### src/rtl/pipeline_stage_elastic.sv
`default_nettype none
// ============================================================================
// Module  : pipeline_stage_elastic
// Brief   : Valid/ready pipeline register with optional 2-entry skid buffer,
//           synchronous flush and saturating stall/bubble statistics.
// Revision: 1.0
// ============================================================================
module pipeline_stage_elastic #(
  parameter int DATA_W = 32,
  parameter int CTRL_W = 16,
  parameter int DEPTH  = 2,
  parameter int CNT_W  = 16
) (
  input  logic              CLK,
  input  logic              RST,
  input  logic              flush,
  input  logic              in_valid,
  output logic              in_ready,
  input  logic [DATA_W-1:0] in_data,
  input  logic [CTRL_W-1:0] in_ctrl,
  output logic              out_valid,
  input  logic              out_ready,
  output logic [DATA_W-1:0] out_data,
  output logic [CTRL_W-1:0] out_ctrl,
  output logic [1:0]        occupancy,
  output logic [CNT_W-1:0]  stall_cnt,
  output logic [CNT_W-1:0]  bubble_cnt
);

  typedef enum logic [1:0] {
    S_EMPTY = 2'd0,
    S_ONE   = 2'd1,
    S_FULL  = 2'd2
  } state_t;

  localparam logic [CNT_W-1:0] c_cnt_max = '1;
  localparam bit               c_skid_en = (DEPTH >= 2);

  state_t            r_state;
  state_t            w_state_nxt;
  logic [DATA_W-1:0] r_head_data, w_head_data_nxt;
  logic [CTRL_W-1:0] r_head_ctrl, w_head_ctrl_nxt;
  logic [DATA_W-1:0] r_skid_data, w_skid_data_nxt;
  logic [CTRL_W-1:0] r_skid_ctrl, w_skid_ctrl_nxt;
  logic              w_push;
  logic              w_pop;

  assign out_valid = (r_state != S_EMPTY);
  assign w_push    = in_valid & in_ready;
  assign w_pop     = out_valid & out_ready;

  // Invalid heads present all-zero control so downstream sees a nop.
  assign out_data  = out_valid ? r_head_data : '0;
  assign out_ctrl  = out_valid ? r_head_ctrl : '0;
  assign occupancy = r_state;

  always_comb begin
    w_state_nxt     = r_state;
    w_head_data_nxt = r_head_data;
    w_head_ctrl_nxt = r_head_ctrl;
    w_skid_data_nxt = r_skid_data;
    w_skid_ctrl_nxt = r_skid_ctrl;
    if (flush) begin
      w_state_nxt = S_EMPTY;
    end else begin
      case (r_state)
        S_EMPTY: begin
          if (w_push) begin
            w_state_nxt     = S_ONE;
            w_head_data_nxt = in_data;
            w_head_ctrl_nxt = in_ctrl;
          end
        end
        S_ONE: begin
          if (w_push && w_pop) begin
            w_head_data_nxt = in_data;
            w_head_ctrl_nxt = in_ctrl;
          end else if (w_pop) begin
            w_state_nxt = S_EMPTY;
          end else if (w_push && c_skid_en) begin
            w_state_nxt     = S_FULL;
            w_skid_data_nxt = in_data;
            w_skid_ctrl_nxt = in_ctrl;
          end
        end
        S_FULL: begin
          if (w_pop) begin
            w_state_nxt     = S_ONE;
            w_head_data_nxt = r_skid_data;
            w_head_ctrl_nxt = r_skid_ctrl;
          end
        end
        default: w_state_nxt = S_EMPTY;
      endcase
    end
  end

  always_ff @(posedge CLK) begin
    if (RST) begin
      r_state     <= S_EMPTY;
      r_head_data <= '0;
      r_head_ctrl <= '0;
      r_skid_data <= '0;
      r_skid_ctrl <= '0;
    end else begin
      r_state     <= w_state_nxt;
      r_head_data <= w_head_data_nxt;
      r_head_ctrl <= w_head_ctrl_nxt;
      r_skid_data <= w_skid_data_nxt;
      r_skid_ctrl <= w_skid_ctrl_nxt;
    end
  end

  generate
    if (DEPTH >= 2) begin : g_skid_ready
      // Ready is a flop so upstream never sees a path from out_ready.
      logic r_in_ready;
      always_ff @(posedge CLK) begin
        if (RST) begin
          r_in_ready <= 1'b1;
        end else begin
          r_in_ready <= (w_state_nxt != S_FULL);
        end
      end
      assign in_ready = r_in_ready;
    end else begin : g_comb_ready
      assign in_ready = !out_valid | out_ready;
    end
  endgenerate

  always_ff @(posedge CLK) begin
    if (RST) begin
      stall_cnt  <= '0;
      bubble_cnt <= '0;
    end else begin
      if (out_valid && !out_ready && stall_cnt != c_cnt_max) begin
        stall_cnt <= stall_cnt + 1'b1;
      end
      if (out_ready && !out_valid && bubble_cnt != c_cnt_max) begin
        bubble_cnt <= bubble_cnt + 1'b1;
      end
    end
  end

endmodule
`default_nettype wire

### config.mk
export PLATFORM = sky130hd
export DESIGN_NAME = pipeline_stage_elastic
export DESIGN_NICKNAME = d
export VERILOG_FILES = /design/src/rtl/pipeline_stage_elastic.sv
export SDC_FILE = /design/constraint.sdc
export NUM_CORES = 1
export LEC_CHECK = 0
export CORE_MARGIN = 2
export CORE_UTILIZATION = 44
export CTS_CLUSTER_SIZE = 12
export DETAILED_ROUTE_END_ITERATION = 8
export HOLD_SLACK_MARGIN = 0.03
export MAX_ROUTING_LAYER = met4
export PLACE_DENSITY_LB_ADDON = 0.05
export SETUP_SLACK_MARGIN = 0.4
export SYNTH_ARGS = -nofsm -noshare
export SYNTH_HDL_FRONTEND = slang
export SYNTH_SLANG_ARGS = --single-unit
### constraint.sdc
create_clock -name CLK -period 1.5 [get_ports CLK]
set_input_delay 0.3 -clock CLK [delete_from_list [all_inputs] [get_ports CLK]]
set_output_delay 0.3 -clock CLK [all_outputs]
set_load 0.01 [all_outputs]
# [Word level (Yosys, flattened, before mapping)]
# Cells that the tools add are included.
[totals] regBits=131 in_bits=53 wordCells=52 output_inout_bits=84
[op_classes] n_addsub=2 reduce_logical=12 eq_ne=8 bitwise=5 muxes=17
[ops] cell="$mux W32" count=4
[ops] cell="$pmux W32 S3" count=1
[ops] cell="$mux W16" count=4
[ops] cell="$pmux W16 S3" count=1
[ops] cell="$add A16 B1 Y16 const B" count=2
[ops] cell="$ne A16 B16 Y1 const B" count=2
[ops] cell="$mux W2" count=6
[ops] cell="$reduce_and A5 Y1" count=2
[ops] cell="$ne A2 B2 Y1 const B" count=4
[ops] cell="$pmux W2 S3" count=1
[ops] cell="$logic_and A1 B1 Y1" count=5
[ops] cell="$not A1 Y1" count=3
[ops] cell="$reduce_bool A3 Y1" count=1
[ops] cell="$and A1 B1 Y1" count=2
[ops] cell="$eq A2 B1 Y1 const B" count=1
[ops] cell="$eq A2 B2 Y1 const B" count=1
[ops] cell="$logic_not A1 Y1" count=2
[ops] cell="$logic_not A2 Y1" count=1
[ops] cell="$reduce_bool A2 Y1" count=1

# [Longest topological paths before layout]
# Gate-level depths: netlist of the first run.
[logic_depth] depth_word=7 ltp_mapped=8 mapped_depth_nobuf=5

# [Least setup slack after synthesis of the first run]
# OpenSTA, ideal clock, no wires.
[synth_timing] kind="reg2reg" from="reg stall_cnt[3]" to="reg stall_cnt[15]" t_required_ns=1.377 setup_ns=0.123 arrival_ns=1.653 path_stages_with_launch=5 synth_period_minus_slack_ns=1.777 n_path_buf=0 path_slack_ns=-0.277 cell_sequence="dfxtp_1 -> nand4_2 -> or3_4 -> nor4_1 -> mux2_1"
[synth_via] elab_chain_len=2 elab_cells_between_ends=3 classes_between="add/sub (1); eq/ne (1); reduce/logical (1)"
[synth_rtl] element="start: declaration" line_no="26" rtl="output logic [CNT_W-1:0] stall_cnt,"
[synth_rtl] element="start signal: assignment" line_no="137" rtl="stall_cnt <= stall_cnt + 1'b1;"
[synth_rtl] element="branches (longest 2 deep; another with $add A16 B1 Y16)"
# Several ways; the timed one is not identified.
# A chain may end at the register's enable or synchronous reset.

# [Final worst setup path of the first run]
[layout_timing] from="reg r_state[1] (netlist: occupancy[1])" to="reg r_skid_data[6]"
[layout_via] elab_chain_len=5 elab_cells_between_ends=7 classes_between="eq/ne (1); bitwise (3); reduce/logical (3)"
[layout_rtl] element="start: declaration" line_no="39" rtl="state_t r_state;"
[layout_rtl] element="start signal: assignment" line_no="106" rtl="r_state <= w_state_nxt;"
[layout_rtl] element="$reduce_bool A2 Y1" line_no="48" rtl="assign out_valid = (r_state != S_EMPTY);"
[layout_rtl] element="$and A1 B1 Y1" line_no="50" rtl="assign w_pop = out_valid & out_ready;"
[layout_rtl] element="$logic_and A1 B1 Y1" line_no="75" rtl="if (w_push && w_pop) begin"
[layout_rtl] element="$not A1 Y1 (no source line)"
[layout_rtl] element="$reduce_and A5 Y1 (no source line) *"
[layout_rtl] element="end signal: assignment" line_no="109" rtl="r_skid_data <= w_skid_data_nxt;"
[layout_rtl] element="end: declaration" line_no="43" rtl="logic [DATA_W-1:0] r_skid_data, w_skid_data_nxt;"
# Every way passes the cells marked *; elsewhere a longest branch is shown, timed or not.

==> PnR_summary.wiki, run 1 <==
{| class="wikitable"
! Metric !! Value
|-
| Mapped Area || 6170 µm²
|-
| Clock tree from TritonCTS || yes
|-
| Global-route usage over all layers || 0.288
|-
| Worst Setup End Kind || flop
|-
| Hold Violations, Final || 0
|-
| Antenna Nets Post-Route || 0
|-
| Post-Place Setup Slack || -506 ps
|-
| Post-Route WL || 28500 µm
|-
| Total CTS buffers || 17
|-
| Critical Path Max Stage Delay || 350 ps
|-
| Maximum Capacitance Violations || 0
|-
| Cell area after placement || 8810 µm²
|-
| Syn Area/Cell || roughly 7.7 µm²
|-
| Worst min-delay path class || primary input to flop
|-
| Synth async-reset ratio || 0
|-
| Critical path class || flop to flop
|-
| Yosys Warn Count || 0
|-
| Max-Slew Margin vs Limit || 0.711
|-
| Tot Pwr || 9.16 mW
|-
| Layer with the highest usage after global routing || met2
|-
| Failing checks || setup timing
|-
| Data required time at the worst endpoint || 1850 ps
|-
| Input/output buffers || 136
|-
| Hold bufs inserted after CTS || 0
|-
| Highest attainable clock frequency || 0.546 GHz
|-
| Largest net degree at the start of global routing || 65
|-
| Initial antenna violation count || 0
|-
| Final Setup Violations || around 180
|-
| Post-synth top area share || 0.425
|-
| Util after Layout || 0.878
|-
| Clk pin slew, worst setup/hold paths || 60 ps
|-
| Instance count of the mapped netlist || 799
|-
| CP Cell Sequence || buf_6, buf_8, and3b_2, buf_6, and3_4, buf_12, clkbuf_16, nand2_4, a21oi_2
|-
| Least setup slack across all paths after layout || -332 ps
|-
| Routed via count || 7661
|-
| DR pass1 iterations || 8
|-
| Number of flops mapped to enable cells by yosys || 0
|-
| Top FF cell, synth || dfxtp_1
|-
| Global-route wire length before repair || between 30000 and 40000 µm
|-
| Leakage component of the power || ~4.7 nW
|-
| Number of I/O pins || 137
|-
| Master cell of the clock root buffer || clkbuf_16
|-
| DPL Wire Length || ~12000 µm
|-
| Detailed Route Iter0 Violations || 677
|-
| Setup repair after global routing missed its margin || yes
|-
| Residual overflow from global routing || 0
|-
| Layout filler cell count || 649
|-
| Leading cell types by total area after synthesis || dfxtp_1 (42%), nand2_1 (13%), a21oi_1 (9.3%)
|-
| Via-to-Cell Ratio || 6.06
|-
| Placement Rows || 43
|-
| Cell with the most instances on the worst path || buf_6
|-
| Kind of launch point of the worst setup path || flop
|-
| Synthesized netlist net count || 854
|-
| Total clock sinks || 131
|-
| Worst-margin pin slew || 432 ps
|-
| Total count of max-transition violations in the final report || 0
|-
| Crit path time final || 1830 ps
|-
| Maximum buffer depth of the clock tree || 2
|-
| Data arrival time of the worst path || 2180 ps
|-
| Flops & latches, synth || between 100 and 150
|-
| Antenna cells || 0
|-
| Met1 Use GR || 0.333
|-
| Setup clock skew after layout || roughly 9.5 ps
|-
| Global Route met3 Usage || 0.0455
|-
| Share of post-route cells with drive strength above 1 || 0.541
|-
| Die extent in y || about 120 µm
|-
| Highest-delay cell along the critical path || dfxtp_4
|-
| Via count of the first global-routing pass || approximately 7000
|-
| GPL Wtd Cong || 0.876
|-
| Clock network latency to the later pin of the worst-skew pair || around 420 ps
|-
| Max IR drop VDD || 0.778 mV
|-
| Most frequent standard cell in the layout excluding fill and tap cells || nand2_1
|-
| Signed area change from the synthesized netlist to the final layout || 95.8%
|-
| Result of the run || complete, but fails checks
|-
| Yosys cell types || 48
|-
| Part of the cycle the worst path needs || 1.22
|-
| Sequential share of the synthesized area || 0.425
|-
| Die span in x || 122 µm
|-
| Global Route met2 Usage || 0.501
|-
| Routed wirelength normalized by instance count || between 20 and 25 µm
|-
| Final instance area || about 12000 µm²
|-
| Cell taking the most area after synthesis || dfxtp_1
|-
| Layout Nets || 1126
|-
| Leading cell types in the layout, fill and taps excluded || nand2_1 (155), buf_6 (137), dfxtp_1 (96)
|-
| PD cells || 758 nW/µm²
|-
| Max FO, Critical Path || 7
|-
| Remaining DRCs || 0
|-
| Core Region || around 14000 µm²
|-
| Initial core utilization || 0.448
|-
| Die area || 15000 µm²
|-
| H-tree levels || 4
|}
-- cells in the mapped netlist, types with 3 or more instances --
| master | number |
|---|---|
| o31ai_1 | 9 |
| and4_1 | 3 |
| or3_1 | 9 |
| dfxtp_1 | 131 |
| or4_1 | 10 |
| nor3_1 | 6 |
| nor2_1 | 10 |
| nand4_2 | 3 |
| inv_1 | 7 |
| a211o_1 | 48 |
| clkbuf_1 | 46 |
| nor2b_1 | 55 |
| o21ai_0 | 59 |
| mux2_2 | 4 |
| nand2_1 | 207 |
| nor4_1 | 5 |
| buf_2 | 14 |
| nand3_1 | 11 |
| and3_1 | 3 |
| nand4_1 | 4 |
| a21oi_1 | 115 |
| o21a_1 | 4 |
-- kinds of logic after synthesis --
| kind of cell | count (synthesis) | share of synthesized area |
|---|---|---|
| AOI/OAI and AO/OA | 248 | 0.244 |
| buffers and inverters | 71 | 0.0472 |
| DFF | 131 | 0.425 |
| and+or+nand+nor | 339 | 0.266 |
| xor gates and xnor gates | 2 | 0.00284 |
| adders and majority gates | 2 | 0.00405 |
| muxes | 6 | 0.0109 |
-- worst paths after layout --
kind / start / endpoint / slack, ps / depth (start not counted)
hold / removal: RST / stall_cnt[3]$_SDFFE_PP0P_ / 250 / 2
hold reg to reg: r_skid_data[23]$_SDFFE_PP0P_ / r_skid_data[23]$_SDFFE_PP0P_ / 460 / 2
setup reg to reg: occupancy[1]$_SDFF_PP0_ / r_skid_data[6]$_SDFFE_PP0P_ / -330 / 9
setup / recovery: occupancy[1]$_SDFF_PP0_ / r_skid_data[6]$_SDFFE_PP0P_ / -330 / 9
-- registers in the layout, summed over array words and instances, names as in the netlist --
name,count
r_head_ctrl,16
occupancy,2
stall_cnt,16
r_skid_ctrl,16
r_skid_data,32
in_ready,1
r_head_data,32
bubble_cnt,16
-- per-layer routing --
layer | vias up | wire length, µm
li1 | 3363 | -
met1 | 3732 | 10400
met2 | 442 | 14600
met3 | 124 | 1950
met4 | 0 | 1530
met5 | - | 0
-- where the power goes --
part / total, mW / internal, mW / switching, mW / leakage, nW
logic: 1.35 / 0.686 / 0.661 / 3.35
clock network: 4.22 / 2.59 / 1.63 / 0.275
registers: 3.60 / 3.54 / 0.0614 / 1.08
total: 9.16 / 6.81 / 2.35 / 4.71
-- metrics by stage --
stage               hold slack [ps]  TNS (ps)  std cells
finish                          247    -42530       1264
global route                    258    -52340       1264
CTS                             230    -32120       1219
detailed placement              447    -58430       1145
global placement                442    -52250       1145
floorplan                       436      -483        799
-- final cells by class --
type | instances | area (µm²) | area share
Multi-Input combinational cell | 599 | 4760 | 0.394
Clock inverter | 15 | 166 | 0.0138
Clock buffer | 17 | 425 | 0.0352
Timing Repair Buffer | 315 | 3780 | 0.313
Inverter | 7 | 28.8 | 0.00238
Sequential cell | 131 | 2700 | 0.224
Tap cell | 180 | 225 | 0.0186
-- timing repair --
item,in CTS,in global routing
endpoints found under the hold margin,0,0
endpoints found under the setup margin,215,215
buffers inserted,31,24
gates cloned,11,21
pin swaps,43,128
gates resized for setup,484,327
-- critical path: cells and delay by family (launching register included) --
| kind | cells | cell delay [ps] |
|---|---|---|
| compound gates | 1 | 150 |
| buf+inv | 5 | 670 |
| flops | 1 | 350 |
| simple gates | 3 | 600 |
Note: power is estimated with default switching activity, not from simulation.
==> run 2, diff against run 1 <==
==> constraint.sdc (replaced) <==
create_clock -name CLK -period 1.75 [get_ports CLK]
set_input_delay 0.35 -clock CLK [delete_from_list [all_inputs] [get_ports CLK]]
set_output_delay 0.35 -clock CLK [all_outputs]
set_load 0.01 [all_outputs]
==> run 2 against run 1 <==
The run still ends with setup timing left. Clock power decreased by 9.5%. Combinational power fell by 30%. Die area unchanged. Sequential power is 15% lower. Final cell count decreased by 2.8%. Design area shrank 9.0%.
==> PnR_summary.wiki, run 2 (same netlist as run 1, synthesis figures left out) <==
{| class="wikitable"
! Metric !! Value
|-
| Failing checks || setup timing
|-
| Via count of the first global-routing pass || 6679
|-
| Setup repair after global routing missed its margin || yes
|-
| Max FO, Critical Path || 7
|-
| Input/output buffers || approximately 140
|-
| Leakage component of the power || between 4 and 5 nW
|-
| Via-to-Cell Ratio || 5.78
|-
| Die span in x || between 100 and 150 µm
|-
| GPL Wtd Cong || 0.802
|-
| Largest registers || r_head_data (32), r_skid_data (32)
|-
| Total clock sinks || 131
|-
| Cell with the most instances on the worst path || buf_6
|-
| Master cell of the clock root buffer || clkbuf_16
|-
| Post-Route WL || 23400 µm
|-
| Part of the cycle the worst path needs || 1.10
|-
| Layout Nets || 1090
|-
| Summed negative setup slack over all endpoints || -17190 ps
|-
| Maximum Capacitance Violations || 0
|-
| Total placed cells including tap cells || 1100
|-
| Hold Violations, Final || 0
|-
| Largest net degree at the start of global routing || between 50 and 60
|-
| Critical path buffer and inverter count || 7
|-
| Clock network latency to the later pin of the worst-skew pair || 420 ps
|-
| Cell family with most CP delay || buffers and inverters
|-
| Final Setup Violations || 171
|-
| Initial antenna violation count || 0
|-
| Total count of max-transition violations in the final report || 0
|-
| Core Region || 13800 µm²
|-
| Worst-margin pin slew || 441 ps
|-
| Most frequent standard cell in the layout excluding fill and tap cells || nand2_1
|-
| PD cells || a little over 700 nW/µm²
|-
| DR pass1 iterations || 5
|-
| Worst Setup End Kind || flop
|-
| Leading cell types in the layout, fill and taps excluded || nand2_1 (163), dfxtp_1 (96), buf_6 (88)
|-
| Clock tree from TritonCTS || yes
|-
| Placement Rows || 43
|-
| Crit path time final || around 1900 ps
|-
| Antenna Nets Post-Route || 0
|-
| Critical path class || flop to flop
|-
| Global-route usage over all layers || 0.278
|-
| Maximum buffer depth of the clock tree || 2
|-
| Signed area change from the synthesized netlist to the final layout || 78.3%
|-
| Remaining DRCs || 0
|-
| Global-route wire length before repair || 32200 µm
|-
| Total CTS buffers || 17
|-
| Setup clock skew after layout || 5.34 ps
|-
| DPL Wire Length || around 11000 µm
|-
| Max IR drop VDD || 0.605 mV
|-
| Detailed Route Iter0 Violations || 552
|-
| Highest-delay cell along the critical path || dfxtp_4
|-
| Critical Path Max Stage Delay || about 360 ps
|-
| Residual overflow from global routing || 0
|-
| Number of I/O pins || 137
|-
| Layout filler cell count || 873
|-
| Share of post-route cells with drive strength above 1 || 0.455
|-
| Least setup slack across all paths after layout || -174 ps
|-
| Worst min-delay path class || primary input to flop
|-
| Data required time at the worst endpoint || approximately 2100 ps
|-
| Data arrival time of the worst path || 2280 ps
|-
| Kind of launch point of the worst setup path || flop
|-
| Highest attainable clock frequency || 0.520 GHz
|-
| Antenna cells || 0
|-
| Initial core utilization || 0.448
|-
| Routed via count || 7095
|-
| H-tree levels || 4
|-
| Die extent in y || 122 µm
|-
| Clk pin slew, worst setup/hold paths || 60 ps
|-
| Result of the run || complete, but fails checks
|-
| Max-Slew Margin vs Limit || 0.704
|-
| CP Cell Sequence || buf_6, buf_6, buf_8, and3b_2, buf_6, and3_4, buf_12, buf_12, buf_16, nand2_4, a21oi_2
|-
| Number of non-filler instances in the completed layout || around 1200
|-
| Routed wirelength normalized by instance count || 19.1 µm
|-
| Die area || 15000 µm²
|}
run 2: final timing paths:
| check | from | to | slack, ps | cells past startpoint |
|---|---|---|---|---|
| worst min register to register | r_skid_data[24]$_SDFFE_PP0P_ | r_skid_data[24]$_SDFFE_PP0P_ | 450 | 2 |
| worst min-delay path | RST | stall_cnt[10]$_SDFFE_PP0P_ | 320 | 2 |
| worst max register to register | occupancy[1]$_SDFF_PP0_ | r_skid_data[27]$_SDFFE_PP0P_ | -170 | 11 |
| worst max-delay path | occupancy[1]$_SDFF_PP0_ | r_skid_data[27]$_SDFFE_PP0P_ | -170 | 11 |
run 2: repair_timing:
| action | 4_1_cts | 5_1_grt |
|---|---|---|
| hold endpoints to repair | 0 | 0 |
| gates resized for setup | 504 | 210 |
| pin swaps | 41 | 97 |
| buffers inserted | 59 | 20 |
| cloned | 8 | 9 |
| hold buffers | 0 | 0 |
| setup endpoints to repair | 214 | 204 |
run 2: layout make-up:
type / instances / area (µm²) / area share
Multi-Input combinational cell: 597 / 4280 / 0.389
Timing Repair Buffer: 281 / 3130 / 0.284
Sequential cell: 131 / 2710 / 0.247
Clock inverter: 15 / 205 / 0.0186
Tap cell: 180 / 225 / 0.0205
Inverter: 7 / 28.8 / 0.00262
Clock buffer: 17 / 425 / 0.0387
run 2: power breakdown:
part	switching [mW]	internal (mW)	total [mW]	leakage, nW
combinational	0.463	0.486	0.949	2.97
sequential	0.0406	3.03	3.07	1.08
clock	1.42	2.40	3.82	0.312
total	1.93	5.91	7.84	4.36
run 2: routing by layer:
| layer | vias to the layer above | global-route usage | wire (µm) |
|---|---|---|---|
| met5 | - | - | 0 |
| met2 | 286 | 0.456 | 12000 |
| met4 | 0 | 0.113 | 608 |
| met3 | 50 | 0.0516 | 1270 |
| li1 | 3277 | - | - |
| met1 | 3482 | 0.337 | 9560 |
run 2: through the flow:
stage / total power [mW] / utilization / cell area (µm²) / hold WS [ps] / worst slack [ps]
global placement: 3.76 / 0.596 / 8210 / 442 / -296
finish: 7.84 / 0.799 / 11000 / 321 / -174
CTS: 7.69 / 0.722 / 9950 / 304 / -101
global route: 8.07 / 0.799 / 11000 / 328 / -221
floorplan: 3.47 / - / 6430 / 437 / 166
detailed placement: 3.78 / 0.596 / 8210 / 447 / -319
run 2: worst reg2reg max path, delay by kind of cell, from the launching register on:
kind | cells | cell delay, ps
buffers and inverters | 7 | 800
flip-flops | 1 | 360
AO/OA/AOI/OAI | 1 | 130
AND/OR/NAND/NOR | 3 | 560
==> run 3, diff against run 2 <==
--- a/config.mk
+++ b/config.mk
@@ -5,7 +5,6 @@
 export SDC_FILE = /design/constraint.sdc
 export NUM_CORES = 1
 export LEC_CHECK = 0
-export CORE_MARGIN = 2
 export CORE_UTILIZATION = 44
 export CTS_CLUSTER_SIZE = 12
 export DETAILED_ROUTE_END_ITERATION = 8
==> run 3 against run 2 <==
The run still ends with setup timing left. Utilization up 7.5 points. Die area down 3.2%. Sequential power about the same. Register-to-register slack about the same. Flip-flop and latch count unchanged. Non-clock buffer count up 20. Routed wire length up 22%. Final cell count up 1.5%. Power up 3.3%.
==> PnR_summary.wiki, run 3 (same netlist as run 1, synthesis figures left out) <==
{| class="wikitable"
! Metric !! Value
|-
| Hold Violations, Final || 0
|-
| Summed negative setup slack over all endpoints || -8530 ps
|-
| Maximum Capacitance Violations || 0
|-
| Leakage component of the power || around 4.6 nW
|-
| Worst-margin pin slew || 722 ps
|-
| Layout Nets || 1111
|-
| Power dissipated by switching net loads || 2.02 mW
|-
| Total placed cells including tap cells || approximately 1100
|-
| Remaining DRCs || 0
|-
| Number of I/O pins || roughly 140
|-
| Kind of launch point of the worst setup path || flop
|-
| Switch share || 0.250
|-
| Failing checks || setup timing
|-
| Max IR drop VDD || 0.601 mV
|-
| Part of the power in registers || 0.380
|-
| Master cell of the clock root buffer || clkbuf_16
|-
| Highest attainable clock frequency || 0.520 GHz
|-
| Largest net degree at the start of global routing || 64
|-
| Final Setup Violations || about 130
|-
| Via count of the first global-routing pass || 6871
|-
| Detailed Route Iter0 Violations || roughly 800
|-
| H-tree levels || 4
|-
| GPL Wtd Cong || around 0.76
|-
| DPL Wire Length || approximately 11000 µm
|-
| Residual overflow from global routing || 0
|-
| Number of non-filler instances in the completed layout || 1247
|-
| Cell area after placement || between 8000 and 9000 µm²
|-
| Initial antenna violation count || 2
|-
| Die extent in y || roughly 120 µm
|-
| Final instance area || 11800 µm²
|-
| Clock share of power || 0.466
|-
| Most frequent standard cell in the layout excluding fill and tap cells || nand2_1
|-
| Antenna Nets Post-Route || 0
|-
| Maximum buffer depth of the clock tree || 2
|-
| Routed wirelength normalized by instance count || 22.9 µm
|-
| Signed area change from the synthesized netlist to the final layout || 90.5%
|-
| Least setup slack across all paths after layout || -172 ps
|-
| Setup repair after global routing missed its margin || yes
|-
| Util after Layout || 0.874
|-
| Total clock sinks || 131
|-
| Part of the cycle the worst path needs || 1.10
|-
| Total count of max-transition violations in the final report || 0
|-
| Share of post-route cells with drive strength above 1 || 0.526
|-
| Max-Slew Margin vs Limit || 0.519
|-
| Clock tree from TritonCTS || yes
|-
| Largest registers || r_head_data (32), r_skid_data (32)
|-
| Routed via count || 7752
|-
| Post-Route WL || 28500 µm
|-
| Leading cell types in the layout, fill and taps excluded || nand2_1 (139), dfxtp_1 (97), buf_6 (86)
|-
| Setup clock skew after layout || 13.9 ps
|-
| Die span in x || 120 µm
|-
| Data required time at the worst endpoint || ~2100 ps
|-
| Result of the run || complete, but fails checks
|-
| PD cells || 688 nW/µm²
|-
| Die area || 14500 µm²
|-
| Placement Rows || 42
|-
| Crit path time final || 1920 ps
|-
| Clk pin slew, worst setup/hold paths || 60 ps
|-
| Input/output buffers || 136
|-
| Critical path class || flop to flop
|-
| Initial core utilization || 0.459
|-
| Via-to-Cell Ratio || 6.22
|-
| Internal power summed over all cells || 6.07 mW
|-
| Worst min-delay path class || primary input to flop
|-
| Core Region || 13500 µm²
|-
| Global-route usage over all layers || 0.317
|-
| Worst Setup End Kind || flop
|-
| Global-route wire length before repair || 34800 µm
|-
| DR pass1 iterations || 6
|-
| Clock network latency to the later pin of the worst-skew pair || 440 ps
|-
| Data arrival time of the worst path || 2270 ps
|-
| Combinational power share || 0.154
|-
| Max FO, Critical Path || 7
|-
| Total CTS buffers || 17
|}
## run 3: what timing repair did
action / CTS / global route
pin swaps: 63 / 148
resized for setup: 522 / 331
buffers inserted: 60 / 28
hold buffers: 0 / 0
cloned: 20 / 15
setup endpoints to repair: 214 / 197
## run 3: power groups by stage
stage / clock network [mW] / registers, mW / logic (mW)
6_report: 3.78 / 3.08 / 1.24
5_1_grt: 3.91 / 3.08 / 1.28
4_1_cts: 3.70 / 3.06 / 0.986
3_5_place_dp: 0 / 3.14 / 0.605
3_3_place_gp: 0 / 3.14 / 0.593
2_1_floorplan: 0 / 3.13 / 0.337
## run 3: routing by layer
metal / wire [µm] / share of wire / global-route usage
met1: 10500 / 0.37 / 0.366
met2: 14400 / 0.51 / 0.526
met3: 2180 / 0.076 / 0.0637
met5: 0 / 0 / -
met4: 1380 / 0.048 / 0.153
## run 3: final timing paths
kind	from	end	slack (ps)	cells past startpoint
worst max-delay path	occupancy[1]$_SDFF_PP0_	r_head_ctrl[7]$_SDFFE_PP0P_	-170	10
worst min-delay path	flush	occupancy[0]$_SDFF_PP0_	270	2
worst min register to register	r_head_data[16]$_SDFFE_PP0P_	r_head_data[16]$_SDFFE_PP0P_	460	2
worst max register to register	occupancy[1]$_SDFF_PP0_	r_head_ctrl[7]$_SDFFE_PP0P_	-170	10
## run 3: per-stage QoR
step,hold slack [ps],setup WS (ps),power (mW)
after floorplan,437,166,3.47
after global placement,441,-330,3.73
after detailed placement,447,-387,3.74
after CTS,265,-99.7,7.75
after global routing,277,-244,8.27
final,274,-172,8.10
## run 3: critical path, stage by stage (launching register included)
cell       delay, ps
dfxtp_4          360
buf_6            100
buf_6            110
and3b_2          230
a22oi_2          180
buf_6            220
buf_8            160
buf_12           120
clkbuf_16        140
o21ai_2           50
a21oi_1          160
## run 3: layout make-up
| cell class | instances | area (µm²) |
|---|---|---|
| Clock inverter | 9 | 123 |
| Clock buffer | 23 | 489 |
| Inverter | 7 | 26.3 |
| Fill cell | 628 | 1690 |
| Tap cell | 176 | 220 |
| Sequential cell | 131 | 2720 |
| Timing Repair Buffer | 301 | 3490 |
| Antenna cell | 2 | 5.00 |
| Multi-Input combinational cell | 598 | 4680 |
==> edit 1: new RTL, settings of run 3 <==
Set the parameter `CTRL_W` to 32 (it was 16).
--- a/src/rtl/pipeline_stage_elastic.sv
+++ b/src/rtl/pipeline_stage_elastic.sv
@@ -8,5 +8,5 @@
 module pipeline_stage_elastic #(
   parameter int DATA_W = 32,
-  parameter int CTRL_W = 16,
+  parameter int CTRL_W = 32,
   parameter int DEPTH  = 2,
   parameter int CNT_W  = 16
Interface: changed (resized in_ctrl and out_ctrl); port bits go from 137 to 169. No check against the original RTL was run, so the function may have changed too.
==> edit 1 against run 3 <==
- the flow still finishes with violations (setup timing)
- sequential cell count grew 32
- critical endpoint is now r_head_data[1]
- design area rose by 9.1%
- area after synthesis up 23%
- critical path type unchanged
- power is 9.1% higher
- routed wire length grew 0.61%
- worst setup slack gained 0.017 ns
- global-route usage down 4.5 points
- non-clock buffer count grew 20
==> edit 1: results (changes against run 3) <==
* Final Wtd Congestion at 0.811 (+6.3%)
* Fill cells at 1188 (+89%)
* Dpl ws at -0.347 ns (+0.0397 ns)
* Routed WL at 28700 um (+0.61%)
* Initial antenna violation count at 0 (-2)
* Layout cells sized above 1 at 41.2% (-11 points)
* Total internal power at 0.00666 W (+9.6%)
* Min Hold Slack at 0.293 ns (+0.0195 ns)
* Syn nets at 1066 (+25%)
* Vias/cell at 5.80 (-6.7%)
* Maximum VDD drop at 0.000683 V (+14%)
* Reg2reg path depth at 9 (-1)
* P_leak at 5.07 nW (+11%)
* Final worst slack at -0.155 ns (+0.0170 ns)
* Gr usage total at 27.2% (-4.5 points)
* Crit-path max FO at 15 (+8)
* Setup-failing EPs final at 197 (+48%)
* Vias in the first global route at 7238 (+5.3%)
* Final setup skew at 0.0103 ns (-0.00356 ns)
* Status: finished with violations
* Register area share after synthesis at 43.1% (+0.63 points)
* Wire length per cell at 19.3 um (-15%)
* Ant diodes at 0 (-2)
* Library cells used by synthesis at 44 (-8.3%)
* Final TNS setup at -16.61 ns (-8.08 ns)
* WL met1 at 12000 um (+14%)
* TritonRoute pass-1 iters at 5 (-1)
* DR iter-0 viols at 695 (-14%)
* Placed instance area at 0.00987 mm^2 (+22%)
* Power drawn by the clock network at 0.00382 W (+1%)
* Worst-margin pin slew at 0.450 ns (-0.272 ns)
* Synthesized area per cell at 7.61 um^2 (-1.5%)
* Wire length on met3 at 1970 um (-9.5%)
* Synth area leaders: dfxtp_1 43%, nand2_1 13%, a21oi_1 10%
* Largest net degree at the start of global routing at 89 (+39%)
* Switching share of power at 24.6% (-0.36 points)
* Met2 wire length at 14100 um (-2.0%)
* First-pass GRT wire length at 37300 um (+7.0%)
* Failing checks: setup timing
-- edit 1: cell count changes after synthesis, sizes merged, moves of 4 or more --
cell / delta
a211o: +16
a21oi: +39
and2: +64
buf: +7
clkbuf: +14
dfxtp: +32
nand2: +62
nor2b: -51
o21ai: +16
o31ai: +4
-- edit 1: timing repair --
action,CTS,global route
buffers inserted,45,14
setup endpoints to repair,262,244
gates resized for setup,472,308
cloned,14,30
pin swaps,50,84
-- edit 1: area by class of cell --
type | instances | area [um^2] | area share, %
timing repair buffer | 321 | 3790 | 29.6
multi-input combinational | 743 | 4780 | 37.3
inverter | 5 | 26.3 | 0.205
clock buffer | 21 | 482 | 3.75
sequential | 163 | 3350 | 26.1
tap | 220 | 275 | 2.14
clock inverter | 10 | 123 | 0.955
-- edit 1: cell families after synthesis --
| group | share of synthesized area [%] |
|---|---|
| compound gates | 25.0 |
| xor+xnor | 0.116 |
| fa+ha+maj | 0.331 |
| buf+inv | 4.86 |
| flops | 43.1 |
| mux | 0.446 |
| simple gates | 26.1 |
==> edit 2: new RTL, config.mk and constraints of run 3 <==
Made on the original files. Take the reset off `r_skid_data` and load it in a clocked block of its own.
--- a/src/rtl/pipeline_stage_elastic.sv
+++ b/src/rtl/pipeline_stage_elastic.sv
@@ -101,5 +101,4 @@
       r_head_data <= '0;
       r_head_ctrl <= '0;
-      r_skid_data <= '0;
       r_skid_ctrl <= '0;
     end else begin
@@ -107,7 +106,10 @@
       r_head_data <= w_head_data_nxt;
       r_head_ctrl <= w_head_ctrl_nxt;
-      r_skid_data <= w_skid_data_nxt;
       r_skid_ctrl <= w_skid_ctrl_nxt;
     end
+  end
+
+  always_ff @(posedge CLK) begin
+    r_skid_data <= w_skid_data_nxt;
   end
 
Formal check against the unedited RTL: no difference found for any inputs over 4 cycles, from zero or initial values and one cycle with RST high; that may be too few to reach the edited logic, so the function may still have changed.
==> edit 2 against run 3 <==
- the flow still finishes with violations (setup timing)
- design area decreased by 11%
- routed wire length down 24%
- utilization is 8.0 points lower
- sequential cell count did not move
- critical path depth up 1
- area after synthesis is 3.2% lower
- power down 6.7%
- worst setup slack got worse by 0.14 ns
- sequential share of layout area up 5.5 points
- largest cell class unchanged
==> edit 2: results (changes against run 3) <==
* Status: finished with violations
* Failing checks: setup timing
* Final worst slack at -0.317 ns (-0.145 ns)
* GR Util met2 at 45.4% (-7.2 points)
* Slowest Stage Delay on Critical Path at 0.34 ns (-0.02 ns)
* Vias in the first global route at 5774 (-16%)
* Non-Clock Buffer Count at 282 (-6.3%)
* DR iter-0 viols at 626 (-22%)
* Count of multi-input gates at 480 (-20%)
* Vias/cell at 5.80 (-6.7%)
* Setup-failing EPs final at 167 (+26%)
* Post-CTS Setup Bufs at 38 (-37%)
* Post-cts resize count at 412 (-21%)
* Wire length per cell at 19.7 um (-14%)
* Synth area leaders: dfxtp_1 33%, edfxtp_1 16%, a211o_1 7.0%
* Dpl ws at -0.671 ns (-0.284 ns)
* Min Hold Slack at 0.438 ns (+0.164 ns)
* Seq Cell Count at 131 (unchanged)
* Register area share after synthesis at 49.2% (+6.7 points)
* Library cells used by synthesis at 38 (-21%)
* Pwr dens at 718 mW/mm^2 (+4.3%)
* Total internal power at 0.00580 W (-4.5%)
* WL met1 at 8470 um (-20%)
* Routed WL at 21800 um (-24%)
* Clk_buf instances at 28 (+22%)
* Combinational Power Share at 13.4% (-2.0 points)
* Signal inverters at 8 (+1)
-- edit 2: cell types whose count changed after synthesis, moves of 3 or more --
cell | run 3 | this run
o21ai_0 | 59 | 55
a21oi_1 | 115 | 72
mux2i_1 | 0 | 17
nor2_1 | 10 | 28
edfxtp_1 | 0 | 32
clkbuf_1 | 46 | 56
nand4_2 | 3 | 0
buf_2 | 14 | 1
or4_1 | 10 | 18
o31ai_1 | 9 | 14
o21a_1 | 4 | 1
nand4_1 | 4 | 9
nand2_1 | 207 | 104
dfxtp_1 | 131 | 99
-- edit 2: logic make-up (layout without fill, tap and decap cells) --
| logic type | after synthesis | after routing | synth area share, % |
|---|---|---|---|
| mux | 21 | 21 | 3.60 |
| buf+inv | 65 | 322 | 4.10 |
| simple gates | 258 | 258 | 21.8 |
| xor+xnor | 1 | 1 | 0.147 |
| flops | 131 | 131 | 49.2 |
| fa+ha+maj | 2 | 2 | 0.419 |
| compound gates | 198 | 198 | 20.7 |
